File: src/rtl/mem_ctrl_pkg.sv
// mem_ctrl_pkg: IorD select, op and exception encodings, sequencer states and source-select helpers
package mem_ctrl_pkg;
  localparam logic [2:0] SEL_REGA   = 3'd0;
  localparam logic [2:0] SEL_PC     = 3'd1;
  localparam logic [2:0] SEL_ALUOUT = 3'd2;
  localparam logic [2:0] SEL_EXC0   = 3'd3;
  localparam logic [2:0] SEL_EXC1   = 3'd4;
  localparam logic [2:0] SEL_EXC2   = 3'd5;
  localparam logic [2:0] OP_FETCH   = 3'd0;
  localparam logic [2:0] OP_LOAD    = 3'd1;
  localparam logic [2:0] OP_STORE   = 3'd2;
  localparam logic [2:0] OP_SLOAD   = 3'd3;
  localparam logic [2:0] OP_SSTORE  = 3'd4;
  localparam logic [1:0] EXC_INVALID = 2'd0;
  localparam logic [1:0] EXC_OVF     = 2'd1;
  localparam logic [1:0] EXC_DIV0    = 2'd2;
  localparam logic [1:0] EXC_RSVD    = 2'd3;
  typedef enum logic [2:0] {IDLE, ADDR, WAIT, CAPTURE, DONE} state_t;
  function automatic logic [2:0] op_sel(input logic [2:0] op);
    return op == OP_FETCH ? SEL_PC : (op == OP_LOAD || op == OP_STORE) ? SEL_ALUOUT : SEL_REGA;
  endfunction
  function automatic logic [2:0] exc_sel(input logic [1:0] code);
    return code == EXC_OVF ? SEL_EXC1 : code == EXC_DIV0 ? SEL_EXC2 : SEL_EXC0;
  endfunction
endpackage

File: src/rtl/mem_wait_timer.sv
// mem_wait_timer: loadable 3-bit down-counter that saturates at zero; ports clk, reset, load, load_val in, zero out
module mem_wait_timer (
  input  logic       clk,
  input  logic       reset,
  input  logic       load,
  input  logic [2:0] load_val,
  output logic       zero
);
  logic [2:0] cnt;
  always_ff @(posedge clk)
    if (reset) cnt <= '0;
    else if (load) cnt <= load_val;
    else if (cnt != '0) cnt <= cnt - 3'd1;
  assign zero = cnt == '0;
endmodule

File: src/rtl/mem_access_seq.sv
// mem_access_seq: multicycle memory-access and exception-entry sequencer; in clk, reset, start, op, exc_req, exc_code; out iord_sel, mem_wr, ir_wr, mdr_wr, epc_wr, pc_vec_wr, ready, done, illegal_op
module mem_access_seq
  import mem_ctrl_pkg::*;
#(
  parameter int MEM_WAIT = 2
) (
  input  logic       clk,
  input  logic       reset,
  input  logic       start,
  input  logic [2:0] op,
  input  logic       exc_req,
  input  logic [1:0] exc_code,
  output logic [2:0] iord_sel,
  output logic       mem_wr,
  output logic       ir_wr,
  output logic       mdr_wr,
  output logic       epc_wr,
  output logic       pc_vec_wr,
  output logic       ready,
  output logic       done,
  output logic       illegal_op
);
  state_t state, state_nx;
  logic [2:0] sel_q, op_q;
  logic [1:0] code_q;
  logic exc_q, pend, ill_q, wzero, accept, go_acc, go_exc, is_store;
  assign accept = state == IDLE && !pend && start && !exc_req;
  assign go_acc = accept && op <= OP_SSTORE;
  assign go_exc = state == IDLE && pend;
  assign is_store = !exc_q && (op_q == OP_STORE || op_q == OP_SSTORE);
  always_ff @(posedge clk)
    if (reset) begin
      state <= IDLE;
      sel_q <= SEL_PC;
      op_q <= OP_FETCH;
      code_q <= EXC_INVALID;
      exc_q <= 1'b0;
      pend <= 1'b0;
      ill_q <= 1'b0;
    end else begin
      state <= state_nx;
      ill_q <= accept && op > OP_SSTORE;
      // a new request on the launch edge re-arms the flag for a follow-up entry
      pend <= exc_req || (pend && !go_exc);
      if (exc_req) code_q <= exc_code;
      if (go_exc) begin
        sel_q <= exc_sel(code_q);
        exc_q <= 1'b1;
      end else if (go_acc) begin
        sel_q <= op_sel(op);
        op_q <= op;
        exc_q <= 1'b0;
      end
    end
  always_comb begin
    state_nx = IDLE;
    unique case (state)
      IDLE:    state_nx = (go_exc || go_acc) ? ADDR : IDLE;
      ADDR:    state_nx = WAIT;
      WAIT:    state_nx = wzero ? (is_store ? DONE : CAPTURE) : WAIT;
      CAPTURE: state_nx = DONE;
      DONE:    state_nx = IDLE;
      default: state_nx = IDLE;
    endcase
  end
  mem_wait_timer u_timer (
    .clk(clk),
    .reset(reset),
    .load(state == ADDR),
    .load_val(3'(MEM_WAIT - 1)),
    .zero(wzero)
  );
  assign iord_sel = state == IDLE ? SEL_PC : sel_q;
  assign mem_wr = state == ADDR && is_store;
  assign epc_wr = state == ADDR && exc_q;
  assign ir_wr = state == CAPTURE && !exc_q && op_q == OP_FETCH;
  assign mdr_wr = state == CAPTURE && (exc_q || op_q != OP_FETCH);
  assign done = state == DONE;
  assign pc_vec_wr = state == DONE && exc_q;
  assign ready = state == IDLE && !pend;
  assign illegal_op = ill_q;
endmodule

File: config.mk
export PLATFORM = sky130hd
export DESIGN_NAME = mem_access_seq
export DESIGN_NICKNAME = d
export VERILOG_FILES = /design/src/rtl/mem_ctrl_pkg.sv /design/src/rtl/mem_wait_timer.sv /design/src/rtl/mem_access_seq.sv
export SDC_FILE = /design/constraint.sdc
export NUM_CORES = 1
export LEC_CHECK = 0
export BUFFER_PORTS_ARGS = -buffer_cell sky130_fd_sc_hd__clkbuf_2
export CAP_MARGIN = 20
export CORE_ASPECT_RATIO = 0.75
export CORE_MARGIN = 5
export CORE_UTILIZATION = 30
export CTS_BUF_LIST = sky130_fd_sc_hd__clkbuf_8
export DETAILED_ROUTE_END_ITERATION = 6
export PLACE_DENSITY_LB_ADDON = 0.2
export REMOVE_ABC_BUFFERS = 1
export SLEW_MARGIN = 20
export SYNTH_ARGS = -nofsm -noshare
export SYNTH_HDL_FRONTEND = slang
export SYNTH_SLANG_ARGS = --single-unit
File: constraint.sdc
create_clock -name clk -period 1.38 [get_ports clk]
set_input_delay 0.207 -clock clk [delete_from_list [all_inputs] [get_ports clk]]
set_output_delay 0.207 -clock clk [all_outputs]
set_load 0.01 [all_outputs]
==> results.toml, run 1 <==
[timing]
slew_headroom_pct = 68.08
rsz0062_at_grt = "yes"
fin_ws_ns = -0.1924
maxSlewViolCount = 0
clock.fmax_mhz = 636.0
worstMarginPinSlew_ns = 0.4788
fin_skew_ns = 0.005777
period_share_pct = 113.9
period_minus_slack_ns = 1.572
worst_hold_slack_ns = 0.1950
hold_violations = 0
setup_viol = 18

[final_layout]
n_antenna_cell = 0
finish.utilization_pct = 49.66
postLayoutCellArea_mm2 = 0.001458
nets = 159
areaGrowthSynthToFinish_pct = 59.81
drive_above_1_share_pct = 55.48
nFillCells = 280
regArea_um2 = 351.6
multi_input_area_um2 = 653.1

[clock_network]
ctsHoldBuffers = 0
cts-root-buf = "clkbuf_8"
cts.htree.levels = 1
cts_tree = "done"
clock_latency_ns = 0.26
clock-sinks = 17
cts_buffer_depth = 2
cts_made_buffers = 3
clkTransAtPathRegs_ns = 0.07

[placed_design]
portBuffers = 19
gp_congestion = 0.8429
post_dp_cell_area_mm2 = 0.001147
hpwl_um = 1781

[grt]
grt_max_degree = 19
antenna_found_initial = 0
grt_usage_pct = 12.42
grt_pass1_vias = 882
grt_pass1_wl_um = 4029
grt-ovfl-total = 0

[floorplanning]
core_mm2 = 0.002935
die_x_um = 73.67
initial_core_util_pct = 31.07
num_rows = 17
die_h_um = 57.76
die_area_mm2 = 0.004255
ios = 20

[pwr]
p_leak_nw = 0.6376
p_per_area_mw_per_mm2 = 1236
finalPower_mw = 1.802
peakVddDrop_mv = 0.6212

[routing]
drc_errors = 0
vias = 906
dr.first_iter.drc_count = 36
first_pass_iters = 4
vias_per_cell = 4.924
drtAntennaViolNets = 0
wl_per_cell_um = 14.64
drt-total-wl_um = 2694

[logic_synthesis]
synth-edff-count = 0
netlist_top_cells_count = "dfxtp_1 (17), nor2_1 (13), a21oi_1 (7)"
syn-cell-area_um2 = 912.1
async_flop_share_pct = 0
yosysTopAreaCell = "dfxtp_1"
avgSynthCellArea_um2 = 9.031
yosysWarnings = 0
yosys-top-cells-area = "dfxtp_1 (37%), nor2_1 (5.3%), and2_1 (4.1%)"
ys.flop_type = "dfxtp_1"
synth_seq_cells = 17
yosysSeqAreaShare_pct = 37.31
synth_top_area_share_pct = 37.31
syn_inst = 101
synthDistinctLibCells = 39
synth_most_common_cell = "dfxtp_1"

[worst_setup_path]
cp-start-kind = "register"
crit_chain = "or4_4 -> nor2b_4 -> buf_6"
cp_slowest_cell = "or4_4"
crit_type = "reg2out"
cp_num_buf_inv = 1
path_delay_family = "simple AND/OR/NAND/NOR gates"
critical_path_required_ns = 1.17
critPathMaxFanout = 2
critPathMaxStageDelay_ns = 0.53
endpoint_kind = "output port"
worst_ep_arrival_time_ns = 1.37

[hold_path]
min_path_type = "in2reg"

[run_status]
outcome = "finished, violations left"
failed_checks = "negative setup slack"

[job]
maxCapViolCount = 0
-- kinds of logic after synthesis --
kind of cell / synth area share [%]
compound gates: 18.52
xor+xnor: 1.921
fa+ha+maj: 4.116
buf+inv: 5.898
flops: 37.31
mux: 2.195
simple gates: 30.04
-- metrics by stage --
stage	std cells	TNS (ns)	setup slack, ns
final	184	-1.968	-0.1924
after floorplan	96	-0.08067	-0.08067
after global routing	184	-2.983	-0.2436
after global placement	170	-0.02797	-0.01390
after CTS	180	-2.243	-0.1940
after detailed placement	170	-0.3097	-0.08217
-- flip-flops by register name (all words and copies together) (netlist names) --
register     count
illegal_op       1
exc_q            1
state            3
code_q           2
sel_q            3
pend             1
u_timer.cnt      3
op_q             3
-- placed cells by master (no fill, tap or decap), types with 6 or more instances in the layout --
cell type | netlist | final
buf_6 | 2 | 9
inv_1 | 5 | 6
clkbuf_2 | 0 | 9
dfxtp_1 | 17 | 12
buf_4 | 0 | 22
a21oi_1 | 7 | 6
buf_2 | 1 | 6
nor2_1 | 13 | 10
-- worst paths after layout --
path	slack, ns	endpoint	cells past startpoint	start
worst max-delay path	-0.19	mdr_wr	3	exc_q$_SDFFE_PP0P_
worst min-delay path	0.20	code_q[1]$_SDFFE_PP0P_	3	exc_code[1]
worst max register to register	-0.11	sel_q[2]$_SDFFE_PP0P_	6	state[1]$_SDFF_PP0_
worst min register to register	0.48	sel_q[1]$_SDFFE_PP0P_	2	sel_q[1]$_SDFFE_PP0P_
-- tightest hold or removal path, stage by stage --
cell	delay, ns
clkbuf_2	0.08
mux2i_1	0.05
nor2_1	0.08
-- report_power, final --
group          internal, mW  switching [mW]  total [mW]
clock                 0.198           0.181       0.379
combinational         0.430           0.365       0.795
sequential            0.571          0.0571       0.628
total                  1.20           0.603        1.80
-- what timing repair did --
item | 4_1_cts | 5_1_grt
pin swaps | 10 | 12
setup buffers | 6 | 4
resized for setup | 19 | 34
setup endpoints to repair | 16 | 22
gates cloned | 0 | 0
-- layer usage --
metal  GRT usage, %  share of wire, %
met2          20.08                48
met4          2.326              0.67
met5              0                 0
met3          4.506               4.8
met1          15.98                47
-- area by class of cell --
type / instances / area share [%]
clock buffers: 3 / 2.833
clock inverters: 1 / 0.2575
inverters: 5 / 1.288
multi-input cells: 74 / 44.81
flip-flops and latches: 17 / 24.12
well taps: 38 / 3.262
repair buffers: 46 / 23.43
Power figures use the tool's default switching activity.
==> run 2: changes to the inputs <==
--- a/config.mk
+++ b/config.mk
@@ -17,4 +17,5 @@
 export SLEW_MARGIN = 20
 export SYNTH_ARGS = -nofsm -noshare
 export SYNTH_HDL_FRONTEND = slang
+export SYNTH_HIERARCHICAL = 1
 export SYNTH_SLANG_ARGS = --single-unit
==> results.toml, run 2 <==
[floorplanning]
die_area_mm2 = 0.004516
ios = 20
die_x_um = 75.95
core_mm2 = 0.003221
initial_core_util_pct = 30.38
num_rows = 18
die_h_um = 59.46

[routing]
drc_errors = 0
drt-total-wl_um = 2734
drtAntennaViolNets = 0
wl_per_cell_um = 13.81
vias_per_cell = 4.803
dr.first_iter.drc_count = 37
vias = 951
first_pass_iters = 4

[grt]
grt_max_degree = 19
grt-ovfl-total = 0
grt_pass1_wl_um = 4271
antenna_found_initial = 0
grt_usage_pct = 11.91
grt_pass1_vias = 913

[hold_path]
hold_depth = 3
min_path_type = "in2reg"
holdCritStartpoint = "exc_code[0]"
worst_hold_path.endpoint = "code_q[0]$_SDFFE_PP0P_"

[worst_setup_path]
critical_path_required_ns = 1.17
crit_type = "reg2out"
r2r_cells = 5
worst_ep_arrival_time_ns = 1.34
cp_slowest_cell = "dfxtp_4"
path_delay_family = "buffers and inverters"
r2r-start = "state[0]$_SDFF_PP0_"
crit_chain = "buf_4 -> buf_6 -> nand2b_4 -> nor2_4 -> buf_6 -> and3_4 -> buf_6"
timing.rr.end = "sel_q[1]$_SDFFE_PP0P_"
cpMostUsedCell = "buf_6"
cp-start-kind = "register"
endpoint_kind = "output port"
cp_num_buf_inv = 4
critPathMaxFanout = 5
reg2reg_setup_slack_ns = -0.17
critPathMaxStageDelay_ns = 0.38

[logic_synthesis]
ys.flop_type = "dfxtp_1"
synth_top_area_share_pct = 34.78
synthDistinctLibCells = 40
avgSynthCellArea_um2 = 8.976
syn-cell-area_um2 = 978.4
netlist_top_cells_count = "dfxtp_1 (17), nor2_1 (10), a21oi_1 (8), inv_1 (8)"
yosysSeqAreaShare_pct = 34.78
async_flop_share_pct = 0
yosys-top-cells-area = "dfxtp_1 (35%), nor4b_2 (4.6%), a21oi_1 (4.1%)"
syn_inst = 109
yosysWarnings = 6
synth_most_common_cell = "dfxtp_1"
synth_seq_cells = 17
synth-edff-count = 0
yosysTopAreaCell = "dfxtp_1"

[timing]
clock.fmax_mhz = 644.5
rsz0062_at_grt = "yes"
fin_skew_ns = 0.006533
hold_violations = 0
period_share_pct = 112.4
fin_ws_ns = -0.1716
maxSlewViolCount = 0
period_minus_slack_ns = 1.552
setup_viol = 16

[clock_network]
cts_made_buffers = 3
cts-root-buf = "clkbuf_8"
cts_tree = "done"
clock_latency_ns = 0.26
cts_buffer_depth = 2
ctsHoldBuffers = 0
cts.htree.levels = 1
clkTransAtPathRegs_ns = 0.07
clock-sinks = 17

[final_layout]
final_cells = 198
nFillCells = 306
postLayoutCellArea_mm2 = 0.001617
nets = 171
n_antenna_cell = 0
multi_input_area_um2 = 768.2
layout_commonest_cell = "buf_4"
layout_common_cells = "buf_4 (21), clkbuf_2 (11), dfxtp_1 (10), buf_6 (10), nor2_1 (8)"
areaGrowthSynthToFinish_pct = 65.22
regArea_um2 = 356.6
drive_above_1_share_pct = 61.39

[placed_design]
gp_congestion = 0.7518
post_dp_cell_area_mm2 = 0.001227
portBuffers = 19
hpwl_um = 1812
dp.cells = 182

[job]
maxCapViolCount = 0

[pwr]
peakVddDrop_mv = 0.5094
p_per_area_mw_per_mm2 = 1251
p_leak_nw = 0.6664

[run_status]
outcome = "finished, violations left"
failed_checks = "negative setup slack"
==> run 2: kinds of logic (layout without fill, tap and decap cells) <==
| group | Yosys count | count (layout) | share of synthesized area, % |
|---|---|---|---|
| AO/OA/AOI/OAI | 26 | 26 | 20.33 |
| XOR/XNOR | 1 | 1 | 0.8953 |
| adder cells (fa/ha/maj) | 3 | 3 | 3.837 |
| buffers and inverters | 12 | 60 | 5.882 |
| flip-flops | 17 | 17 | 34.78 |
| multiplexers | 2 | 2 | 2.046 |
| other | 2 | 3 | 0.7675 |
| AND/OR/NAND/NOR | 46 | 46 | 31.46 |
==> run 2: metal layers <==
layer  track usage [%]  up-vias  wire length (um)
li1                  -      493                 -
met1             15.55      435              1324
met2             19.51       16              1251
met3             2.888        7               103
met4             3.807        0                54
met5                 0        -                 0
==> run 2: worst reg2reg max path, cell delays in order, from the launching register on <==
cell and delay [ns]:
dfxtp_4 0.36, buf_6 0.11, buf_4 0.14, or4b_4 0.60
o21bai_4 0.17, a211oi_2 0.04
==> run 2: cell type report <==
class | instances | area share [%]
multi-input cells | 81 | 47.52
inverters | 8 | 1.858
clock inverters | 1 | 0.3096
well taps | 40 | 3.096
repair buffers | 48 | 22.60
flip-flops and latches | 17 | 22.06
clock buffers | 3 | 2.554
==> run 2: what timing repair did <==
action                                  4_1_cts  5_1_grt
gates resized for setup                      26       47
pin swaps                                     9       20
endpoints found under the setup margin       18       23
buffers inserted                              9        3
==> run 2: per-stage QoR <==
step	setup TNS, ns	power, mW	util, %	hold slack (ns)	setup slack, ns
after floorplan	-0.02527	0.9842	-	0.2749	-0.01263
after global placement	-0.1696	1.307	38.11	0.4517	-0.1325
after detailed placement	-0.3315	1.318	38.11	0.4616	-0.1127
after CTS	-1.264	1.832	44.83	0.1920	-0.1507
after global routing	-2.544	2.151	50.19	0.2068	-0.2222
final	-1.628	2.022	50.19	0.1915	-0.1716
==> run 2: report_power, final <==
group	leakage (nW)	switching, mW	internal (mW)	total, mW
Sequential	0.143	0.0605	0.570	0.631
Combinational	0.498	0.410	0.592	1.00
Clock	0.0255	0.188	0.201	0.389
Total	0.666	0.659	1.36	2.02
==> run 2: worst max-delay path by stage <==
stage                                      from                     endpoint  slack, ns  cells past startpoint
floorplan                   state[0]$_SDFF_PP0_  u_timer/cnt[0]$_SDFFE_PP0P_      -0.01                      4
global placement    u_timer/cnt[0]$_SDFFE_PP0P_          state[0]$_SDFF_PP0_      -0.13                      7
detailed placement  u_timer/cnt[0]$_SDFFE_PP0P_          state[0]$_SDFF_PP0_      -0.11                      7
CTS                         state[0]$_SDFF_PP0_                        ir_wr      -0.15                      4
global route                state[0]$_SDFF_PP0_                        ir_wr      -0.22                      4
finish                      state[0]$_SDFF_PP0_                       mem_wr      -0.17                      7
